### src/rtl/regs_wr_arbiter.sv
// regs_wr_arbiter
//
// Two-requester round-robin arbiter for a single register-file write port.
// It also has an optional clear sequencer that writes zero to every register.
// All outputs are registered. A grant sampled at edge N drives the write port
// for the cycle after N, and the register file commits it at edge N+1.
//
// Build option:
//   REGS_WR_ARB_CLEAR_EN  defined   -> the clear FSM (IDLE/CLEAR plus counter) is built.
//                         undefined -> clr_start is ignored and clr_busy is tied to 0.
//
// Parameters:
//   DW          data width of the write port
//   AW          address width of the write port (2^AW registers)
//
// Ports:
//   clk         rising-edge clock
//   cr          asynchronous active-low reset
//   req0/req1   write request from requester 0/1; held until its grant is seen
//   addr0/addr1 target register for requester 0/1
//   data0/data1 write data for requester 0/1
//   gnt0/gnt1   one-cycle grant pulse, coincident with the write it causes
//   clr_start   single-cycle pulse requesting a clear of all registers
//   clr_busy    high while the clear sequence is writing
//   WE          register-file write enable
//   Addr_W      register-file write address
//   Di          register-file write data
module regs_wr_arbiter #(
    parameter int unsigned DW = 32,
    parameter int unsigned AW = 3
) (
    input  logic          clk,
    input  logic          cr,
    input  logic          req0,
    input  logic          req1,
    input  logic [AW-1:0] addr0,
    input  logic [AW-1:0] addr1,
    input  logic [DW-1:0] data0,
    input  logic [DW-1:0] data1,
    output logic          gnt0,
    output logic          gnt1,
    input  logic          clr_start,
    output logic          clr_busy,
    output logic          WE,
    output logic [AW-1:0] Addr_W,
    output logic [DW-1:0] Di
);

    logic          gnt0_q, gnt0_d;
    logic          gnt1_q, gnt1_d;
    logic          we_q, we_d;
    logic [AW-1:0] addr_q, addr_d;
    logic [DW-1:0] di_q, di_d;
    logic          busy_q, busy_d;
    // Set when requester 1 should win the next contention.
    logic          prio1_q, prio1_d;

    // Decisions that the clear sequencer hands to the output logic.
    logic          arb_en;      // the next cycle is free for a grant
    logic          clear_out;   // the next cycle is a clear write
    logic [AW-1:0] clear_addr;  // address of that clear write

    logic elig0, elig1, pick0, pick1;

`ifdef REGS_WR_ARB_CLEAR_EN
    typedef enum logic [0:0] {StIdle, StClear} state_e;

    state_e        state_q, state_d;
    logic [AW-1:0] cnt_q, cnt_d;

    // State register
    always_ff @(posedge clk or negedge cr) begin
        if (!cr) begin
            state_q <= StIdle;
            cnt_q   <= '0;
        end else begin
            state_q <= state_d;
            cnt_q   <= cnt_d;
        end
    end

    // Next-state logic. While in StClear, cnt_q is the address on Addr_W in
    // the current cycle. clr_start is only looked at in StIdle, so a clear
    // that is already running cannot be restarted.
    always_comb begin
        state_d = state_q;
        cnt_d   = cnt_q;
        unique case (state_q)
            StIdle: begin
                if (clr_start) begin
                    state_d = StClear;
                    cnt_d   = '0;
                end
            end
            StClear: begin
                if (cnt_q == {AW{1'b1}}) begin
                    state_d = StIdle;
                    cnt_d   = '0;
                end else begin
                    cnt_d = cnt_q + 1'b1;
                end
            end
        endcase
    end

    // Arbitration is allowed only when the next cycle is not a clear write.
    // A clr_start sampled together with a request therefore wins, and the
    // request stays pending until the sequence finishes.
    assign arb_en     = (state_d == StIdle);
    assign clear_out  = (state_d == StClear);
    assign clear_addr = cnt_d;
`else
    logic unused_clr_start;

    assign unused_clr_start = clr_start;
    assign arb_en           = 1'b1;
    assign clear_out        = 1'b0;
    assign clear_addr       = '0;
`endif

    // Output / arbitration logic. It computes the values that the output
    // registers will hold in the next cycle.
    always_comb begin
        // A requester whose grant is showing now has already been served.
        elig0 = req0 & ~gnt0_q;
        elig1 = req1 & ~gnt1_q;
        pick0 = arb_en & elig0 & (~elig1 | ~prio1_q);
        pick1 = arb_en & elig1 & (~elig0 | prio1_q);

        gnt0_d  = 1'b0;
        gnt1_d  = 1'b0;
        we_d    = 1'b0;
        addr_d  = '0;
        di_d    = '0;
        busy_d  = 1'b0;
        prio1_d = prio1_q;

        if (clear_out) begin
            we_d   = 1'b1;
            addr_d = clear_addr;
            busy_d = 1'b1;
        end else if (pick0) begin
            gnt0_d  = 1'b1;
            we_d    = 1'b1;
            addr_d  = addr0;
            di_d    = data0;
            prio1_d = 1'b1;
        end else if (pick1) begin
            gnt1_d  = 1'b1;
            we_d    = 1'b1;
            addr_d  = addr1;
            di_d    = data1;
            prio1_d = 1'b0;
        end
    end

    always_ff @(posedge clk or negedge cr) begin
        if (!cr) begin
            gnt0_q  <= 1'b0;
            gnt1_q  <= 1'b0;
            we_q    <= 1'b0;
            addr_q  <= '0;
            di_q    <= '0;
            busy_q  <= 1'b0;
            prio1_q <= 1'b0;
        end else begin
            gnt0_q  <= gnt0_d;
            gnt1_q  <= gnt1_d;
            we_q    <= we_d;
            addr_q  <= addr_d;
            di_q    <= di_d;
            busy_q  <= busy_d;
            prio1_q <= prio1_d;
        end
    end

    assign gnt0     = gnt0_q;
    assign gnt1     = gnt1_q;
    assign WE       = we_q;
    assign Addr_W   = addr_q;
    assign Di       = di_q;
    assign clr_busy = busy_q;

endmodule

### config.mk
export PLATFORM = sky130hd
export DESIGN_NAME = regs_wr_arbiter
export DESIGN_NICKNAME = d
export VERILOG_FILES = /design/src/rtl/regs_wr_arbiter.sv
export SDC_FILE = /design/constraint.sdc
export NUM_CORES = 1
export LEC_CHECK = 0
export ABC_AREA = 1
export CAP_MARGIN = 20
export CORE_MARGIN = 2
export CORE_UTILIZATION = 38
export DETAILED_ROUTE_END_ITERATION = 7
export PLACE_DENSITY = 0.86
export SLEW_MARGIN = 10
export SYNTH_ARGS = -nofsm -noshare
export SYNTH_HDL_FRONTEND = slang
export SYNTH_SLANG_ARGS = --single-unit
### constraint.sdc
create_clock -name clk -period 2.94 [get_ports clk]
set_input_delay 0.735 -clock clk [delete_from_list [all_inputs] [get_ports clk]]
set_output_delay 0.735 -clock clk [all_outputs]
set_load 0.05 [all_outputs]
Word-level counts from Yosys, hierarchy flattened
Cells that the tools add are included.

operators by class
  shift-type cells = 0
  add/subtract/negate cells = 0
  reduce and logical (&&, ||, !) cells = 1
  div/mod/pow operators = 0
  eq/ne operators = 0
  $lt $le $gt $ge = 0
  multiply operators = 0
  multiplexer cells = 10
  bitwise operators = 11

operators with widths
  kind                count
  32-bit two-way mux  2
  1-bit two-way mux   6
  3-bit two-way mux   2
  1-bit NOT           5
  1-bit bitwise AND   4
  1-bit OR            2
  2-bit nonzero test  1

storage, ports and cells
  memory bits (read-only) = 0
  output and inout bits = 39
  RAM bits = 0
  bits in latches = 0
  memories kept = 0
  word-level logic and storage cells = 28
  bits in registers = 39

Longest topological paths before layout
Gate-level depths: netlist of the first run.

  word-level depth = 7
  gate-level depth with buffers = 5

Least setup slack after synthesis of the first run
OpenSTA, ideal clock, no wires.

  path type = register -> output
  start point = reg gnt0_q, in the netlist gnt0
  end point = out gnt0
  arrival = 730 ps
  path buffers = 0
  slack = 1,475 ps
  stages on the path, launching flop included = 1
  required time = 2,205 ps
  path through = dfrtp_1

RTL lines
  element                 line  RTL
  from (decl)             49    logic gnt0_q, gnt0_d;
  from (signal assigned)  167   gnt0_q <= gnt0_d;
  to (decl)               40    output logic gnt0,

No word-level cell between the ends.

Worst setup path in the final report of the first run
  start point = reg gnt0_q, in the netlist gnt0
  end point = out gnt0

No word-level cell between the ends.

==> results of run 1 <==
[cell type report]
cell class	count	area share
clock buffer	8	0.0350
inverter	6	0.00788
multi-input combinational	115	0.198
sequential	39	0.341
tap	52	0.0228
timing repair buffer	114	0.395
[Yosys cell counts]
cell type and n:
nand2_1 37, o21ai_0 2, buf_2 6, nor2_4 1, nand3_4 1, nand3_2 1
dfrtp_1 39, a21oi_1 1, buf_6 3, inv_2 1, inv_1 5, nand3_1 70
conb_1 1, buf_4 4, nor2_8 1
[flip-flops by register name (all words and copies together) (netlist names)]
register,cells
prio1_q,1
Addr_W,3
Di,32
gnt0,1
gnt1,1
WE,1
[power groups by stage]
stage	combinational, W	clock [W]	sequential, W
after floorplan	0.000287	0	0.00117
after global placement	0.00111	0	0.000719
after detailed placement	0.00113	0	0.000725
after CTS	0.00113	0.000402	0.000714
after global routing	0.00119	0.000426	0.000727
final	0.00112	0.000395	0.000712
[logic make-up (layout without fill, tap and decap cells)]
kind of cell	Yosys count	count (layout)	share of synthesized area
flops	39	39	0.588
buf+inv	19	128	0.0701
simple gates	111	111	0.330
other cells	1	1	0.00226
compound gates	3	3	0.00905
[layer usage]
metal / track usage / vias to the layer above
met4: 0.0620 / 0
met2: 0.360 / 78
met1: 0.238 / 765
met5: 0 / -
li1: - / 791
met3: 0.0664 / 9
[stage by stage]
| stage | total power (W) | worst slack [ns] | std cells | hold slack (ns) | area [um2] |
|---|---|---|---|---|---|
| 3_5_place_dp | 0.00185 | 0.734 | 326 | 0.634 | 2760 |
| 6_report | 0.00223 | 0.569 | 334 | 0.548 | 2860 |
| 3_3_place_gp | 0.00183 | 0.743 | 326 | 0.611 | 2760 |
| 5_1_grt | 0.00234 | 0.518 | 334 | 0.614 | 2860 |
| 2_1_floorplan | 0.00146 | 1.47 | 173 | 0.439 | 1660 |
| 4_1_cts | 0.00225 | 0.551 | 334 | 0.578 | 2860 |
[layout by cell type (no fill, tap or decap), drive strengths merged]
| cell type | Yosys | final |
|---|---|---|
| clkdlybuf4s50 | 0 | 110 |
| nand3 | 72 | 72 |
| dfrtp | 39 | 39 |
| nand2 | 37 | 37 |
| clkbuf | 0 | 8 |
| inv | 6 | 6 |
| buf | 13 | 4 |
| o21ai | 2 | 2 |
| nor2 | 2 | 2 |
| a21oi | 1 | 1 |
| conb | 1 | 1 |
[path summary, 6_finish.rpt]
check	start	to	slack (ns)
worst max-delay path	gnt0$_DFF_PN0_	gnt0	0.57
worst min-delay path	cr	Di[11]$_DFF_PN0_	0.55
worst max register to register	gnt1$_DFF_PN0_	Addr_W[1]$_DFF_PN0_	1.51
worst min register to register	prio1_q$_DFFE_PN0P_	gnt1$_DFF_PN0_	0.64
max in group asynchronous	cr	Di[1]$_DFF_PN0_	1.85
min in group clk	prio1_q$_DFFE_PN0P_	gnt1$_DFF_PN0_	0.64
==> summary.txt, run 1 <==
Route
  • DR WL/cell: 14.3 um
  • Met3 WL: 362 um
  • DRC violations left: 0
  • WL final: 4.76 mm
  • Initial DRC Count: 98
  • Met1 WL: 1.82 mm
  • WL met2: 2.49 mm
  • Top sig layer: met4
  • Post-DR vias/cell: 4.92
  • Via count: 1643
  • DRT antenna net count: 0
  • TritonRoute pass-1 iters: 5

Floorplanning
  • Initial core utilization: 0.389
  • Die X: 70.1 um
  • Core Region: 4260 um2
  • FP Rows: 24
  • Die ar.: 4910 um2
  • Io pins: 114
  • Die Y: 70.1 um

Synth
  • Yosys warns: 0
  • Avg Inst Size Synth: 9.59 um2
  • Netlist cell types: 15
  • Cell Area, Synth: 1660 um2
  • Synthesis-stage register bit count: 39
  • Dominant cells by area after synthesis: dfrtp_1 59%, nand3_1 21%, nand2_1 8.4%
  • Yosys top cell area share: 0.588
  • Area leader, netlist: dfrtp_1
  • Sequential area share after synthesis: 0.588
  • Cells after synthesis: 173
  • Synthesized Nets: 248

Critical path
  • Crit-path max cell delay: 0.86 ns
  • Stages on worst setup path: 1
  • Critical path class: flip-flop to output pin
  • R2r worst-path depth: 5
  • CP arrival: 1.64 ns
  • Bufs and invs on worst path: 1
  • Largest delay share family, worst path: buffers and inverters
  • Slowest CP cell: clkdlybuf4s50_1
  • CP max FO: 4
  • CP Launch Type: flip-flop
  • CP cell instances: clkdlybuf4s50_1
  • CP endpoint kind: output pin
  • Worst endpoint required time: 2.20 ns

Power
  • Gate power share: 0.503
  • Power share of the sequential group: 0.320
  • Pwr Density: 779 nW/um2
  • Int Power: 0.00126 W
  • Sw Ratio: 0.435
  • IR drop worst, VDD: 0.572 mV
  • Clock power frac: 0.177
  • Switching pwr: 0.000969 W
  • Pleak: 1.34 nW

Clock network
  • Worst-Skew Late Latency: 0.29 ns
  • CTS tree: done
  • CTS Sinks: 39
  • Post-CTS Setup Inserts: 0
  • CTS H-Tree Depth: 2
  • CTS Hold Bufs: 0
  • Root buffer cell: clkbuf_8
  • Cts repair resizes: 0
  • Clk buf depth: 2
  • CTS buffer count: 5
  • Clock Pin Slew Worst Setup and Hold Paths: 0.07 ns

Placed design
  • IO Port Bufs: 111
  • Routability cong.: 0.728
  • DP Wirelength: 3.35 mm

STA
  • Worst Skew: 0.00442 ns
  • Setup TNS Final: 0 ns
  • Max-slew violations: 0
  • Fin crit period: 2.37 ns
  • RSZ-0062 raised after global routing: no
  • Fin. Hold Viols: 0
  • Fin crit share: 0.807
  • Worst-Margin Slew: 0.849 ns
  • Final setup vio count: 0
  • Max-Slew Margin vs Limit: 0.434
  • Peak Freq: 0.422 GHz

Worst hold path
  • Hold Path Class: primary input to asynchronous set/reset pin

Layout
  • Final nets: 356
  • Util after Layout: 0.670
  • Multi-input gate area: 567 um2
  • Layout cell share with drive strength beyond 1: 0.0567
  • Fillers: 353
  • Area grow syn2layout: 72.3%
  • FF/Latch Area: 976 um2
  • # diodes: 0

Global routing
  • Largest net degree at the start of global routing: 40
  • GR Overflow Total: 0
  • Number of global-route vias before repair: 1630
  • Initial antenna violation count: 0
  • First-pass GRT wire length: 7.94 mm
  • Overall routing resource usage: 0.205

Run
  • Total of max-cap violations: 0

Outcome
  • Run status: complete, no violations
Note: power is estimated with default switching activity, not from simulation.
==> run 2: changes to the inputs <==
--- a/config.mk
+++ b/config.mk
@@ -8,9 +8,9 @@
 export ABC_AREA = 1
 export CAP_MARGIN = 20
 export CORE_MARGIN = 2
-export CORE_UTILIZATION = 38
+export CORE_UTILIZATION = 35
 export DETAILED_ROUTE_END_ITERATION = 7
-export PLACE_DENSITY = 0.86
+export PLACE_DENSITY = 0.8
 export SLEW_MARGIN = 10
 export SYNTH_ARGS = -nofsm -noshare
 export SYNTH_HDL_FRONTEND = slang
==> constraint.sdc (replaced) <==
create_clock -name clk -period 2.2 [get_ports clk]
set_input_delay 0.55 -clock clk [delete_from_list [all_inputs] [get_ports clk]]
set_output_delay 0.55 -clock clk [all_outputs]
set_load 0.05 [all_outputs]
==> run 2 against run 1 <==
Compared with the run above:
- register-to-register slack worse by 0.70 ns
- critical path depth unchanged
- clock power increased by 33%
- worst setup slack worse by 0.44 ns
- first-iteration DRC count decreased by 18%
- via count is 0.97% lower
- highest routed layer unchanged
==> summary.txt, run 2 (synthesis results as in run 1) <==
Layout
  • # diodes: 0 (unchanged)
  • Final nets: 358 (was 356)
  • Max FFs per register: 32 (unchanged)
  • Fin area: 2890 um2 (was 2860 um2)
  • Multi-input gate area: 567 um2 (unchanged)
  • Fillers: 385 (was 353)
  • Commonest non-fill, non-tap cell in the layout: clkdlybuf4s50_1 (unchanged)
  • Layout cell share with drive strength beyond 1: 0.0669 (was 0.0567)
  • Most frequent cells in the layout: 109 x clkdlybuf4s50_1, 70 x nand3_1, 39 x dfrtp_1 (was 110 x clkdlybuf4s50_1, 70 x nand3_1, 39 x dfrtp_1)
  • Area grow syn2layout: 74.0% (was 72.3%)
  • FF/Latch Area: 976 um2 (unchanged)

Floorplanning
  • FP Rows: 25 (was 24)
  • Core Region: 4660 um2 (was 4260 um2)
  • Die ar.: 5310 um2 (was 4910 um2)
  • Io pins: 114 (unchanged)
  • Die Y: 72.9 um (was 70.1 um)
  • Initial core utilization: 0.356 (was 0.389)
  • Die X: 72.9 um (was 70.1 um)

Power
  • Pwr Density: 1040 nW/um2 (was 779 nW/um2)
  • Pleak: 1.35 nW (was 1.34 nW)
  • IR drop worst, VDD: 0.567 mV (was 0.572 mV)

STA
  • Max-slew violations: 0 (unchanged)
  • Max-Slew Margin vs Limit: 0.425 (was 0.434)
  • Worst Skew: 0.00530 ns (was 0.00442 ns)
  • RSZ-0062 raised after global routing: no (unchanged)
  • Setup TNS Final: 0 ns (unchanged)
  • Worst hold slack: 0.368 ns (was 0.548 ns)
  • Peak Freq: 0.482 GHz
  • Worst-Margin Slew: 0.862 ns (was 0.849 ns)
  • Fin crit share: 0.943
  • Fin crit period: 2.08 ns
  • Fin. Hold Viols: 0 (unchanged)
  • Final setup vio count: 0 (unchanged)

Global routing
  • Largest net degree at the start of global routing: 40 (unchanged)
  • First-pass GRT wire length: 7.38 mm (was 7.94 mm)
  • Number of global-route vias before repair: 1665 (was 1630)
  • Overall routing resource usage: 0.184 (was 0.205)
  • Initial antenna violation count: 0 (unchanged)
  • GR Overflow Total: 0 (unchanged)

Route
  • Via count: 1627 (was 1643)
  • DRT antenna net count: 0 (unchanged)
  • WL final: 4.62 mm (was 4.76 mm)
  • TritonRoute pass-1 iters: 4 (was 5)
  • DR WL/cell: 13.7 um (was 14.3 um)
  • Initial DRC Count: 80 (was 98)
  • DRC violations left: 0 (unchanged)
  • Post-DR vias/cell: 4.81 (was 4.92)

Critical path
  • Largest delay share family, worst path: buffers and inverters (unchanged)
  • Slowest CP cell: clkdlybuf4s50_1 (unchanged)
  • Crit-path max cell delay: 0.83 ns (was 0.86 ns)
  • CP Launch Type: flip-flop (unchanged)
  • Bufs and invs on worst path: 1 (unchanged)
  • CP arrival: 1.53 ns (was 1.64 ns)
  • Critical path class: flip-flop to output pin (unchanged)
  • CP endpoint kind: output pin (unchanged)
  • CP cell instances: clkdlybuf4s50_1 (unchanged)
  • Worst endpoint required time: 1.65 ns (was 2.20 ns)
  • CP max FO: 3 (was 4)

Worst hold path
  • Hold Path Class: primary input to asynchronous set/reset pin (unchanged)

Placed design
  • Placed cell areas: 2790 um2 (was 2760 um2)
  • IO Port Bufs: 111 (unchanged)
  • Routability cong.: 0.759 (was 0.728)

Clock network
  • CTS Sinks: 39 (unchanged)
  • Worst-Skew Late Latency: 0.29 ns (about the same)
  • Post-CTS Setup Inserts: 0 (unchanged)
  • Cts repair resizes: 0 (unchanged)
  • CTS Hold Bufs: 0 (unchanged)
  • CTS tree: done (unchanged)
  • CTS buffer count: 5 (unchanged)
  • Clk buf depth: 2 (unchanged)
  • Clock Pin Slew Worst Setup and Hold Paths: 0.07 ns (about the same)
  • CTS H-Tree Depth: 2 (unchanged)
  • Root buffer cell: clkbuf_8 (unchanged)

Outcome
  • Run status: complete, no violations (unchanged)

Run
  • Total of max-cap violations: 0 (unchanged)
-- run 2: cell count changes in the layout (fill, tap and decap cells not counted) --
cell,before,now
buf_12,0,1
buf_4,3,5
clkdlybuf4s50_1,110,109
-- run 2: final timing paths --
check	cells after the start	from	slack, ns	end
max	1	gnt1$_DFF_PN0_	0.12	gnt1
max in group asynchronous	1	cr	1.29	Di[18]$_DFF_PN0_
min	1	cr	0.37	Di[1]$_DFF_PN0_
min in group clk	2	prio1_q$_DFFE_PN0P_	0.64	gnt1$_DFF_PN0_
max reg2reg	5	gnt1$_DFF_PN0_	0.81	Di[10]$_DFF_PN0_
min reg2reg	2	prio1_q$_DFFE_PN0P_	0.64	gnt1$_DFF_PN0_
-- run 2: cell type report --
class / instances / share of cell area
inverters: 6 / 0.00780
repair buffers: 116 / 0.400
well taps: 54 / 0.0234
multi-input cells: 115 / 0.196
clock buffers: 8 / 0.0347
flip-flops and latches: 39 / 0.338
-- run 2: power breakdown --
group	leakage (nW)	internal [W]	total, W	switching [W]
logic	0.805	0.000526	0.00151	0.000989
clock network	0.0515	0.000286	0.000525	0.000239
registers	0.498	0.000887	0.000954	0.0000670
total	1.35	0.00170	0.00299	0.00130
-- run 2: per-layer routing --
layer / wire, um / GRT usage / vias up
met4: 54 / 0.0576 / 0
met2: 2500 / 0.346 / 64
met3: 260 / 0.0525 / 6
met1: 1810 / 0.197 / 764
met5: 0 / 0 / -
li1: - / - / 793
-- run 2: stage by stage --
step | cells | setup slack (ns) | total power [W] | utilization
global route | 338 | 0.0627 | 0.00314 | 0.619
finish | 338 | 0.125 | 0.00299 | 0.619
floorplan | 173 | 0.896 | 0.00195 | -
CTS | 338 | 0.104 | 0.00303 | 0.619
detailed placement | 330 | 0.214 | 0.00250 | 0.598
global placement | 330 | 0.270 | 0.00247 | 0.598
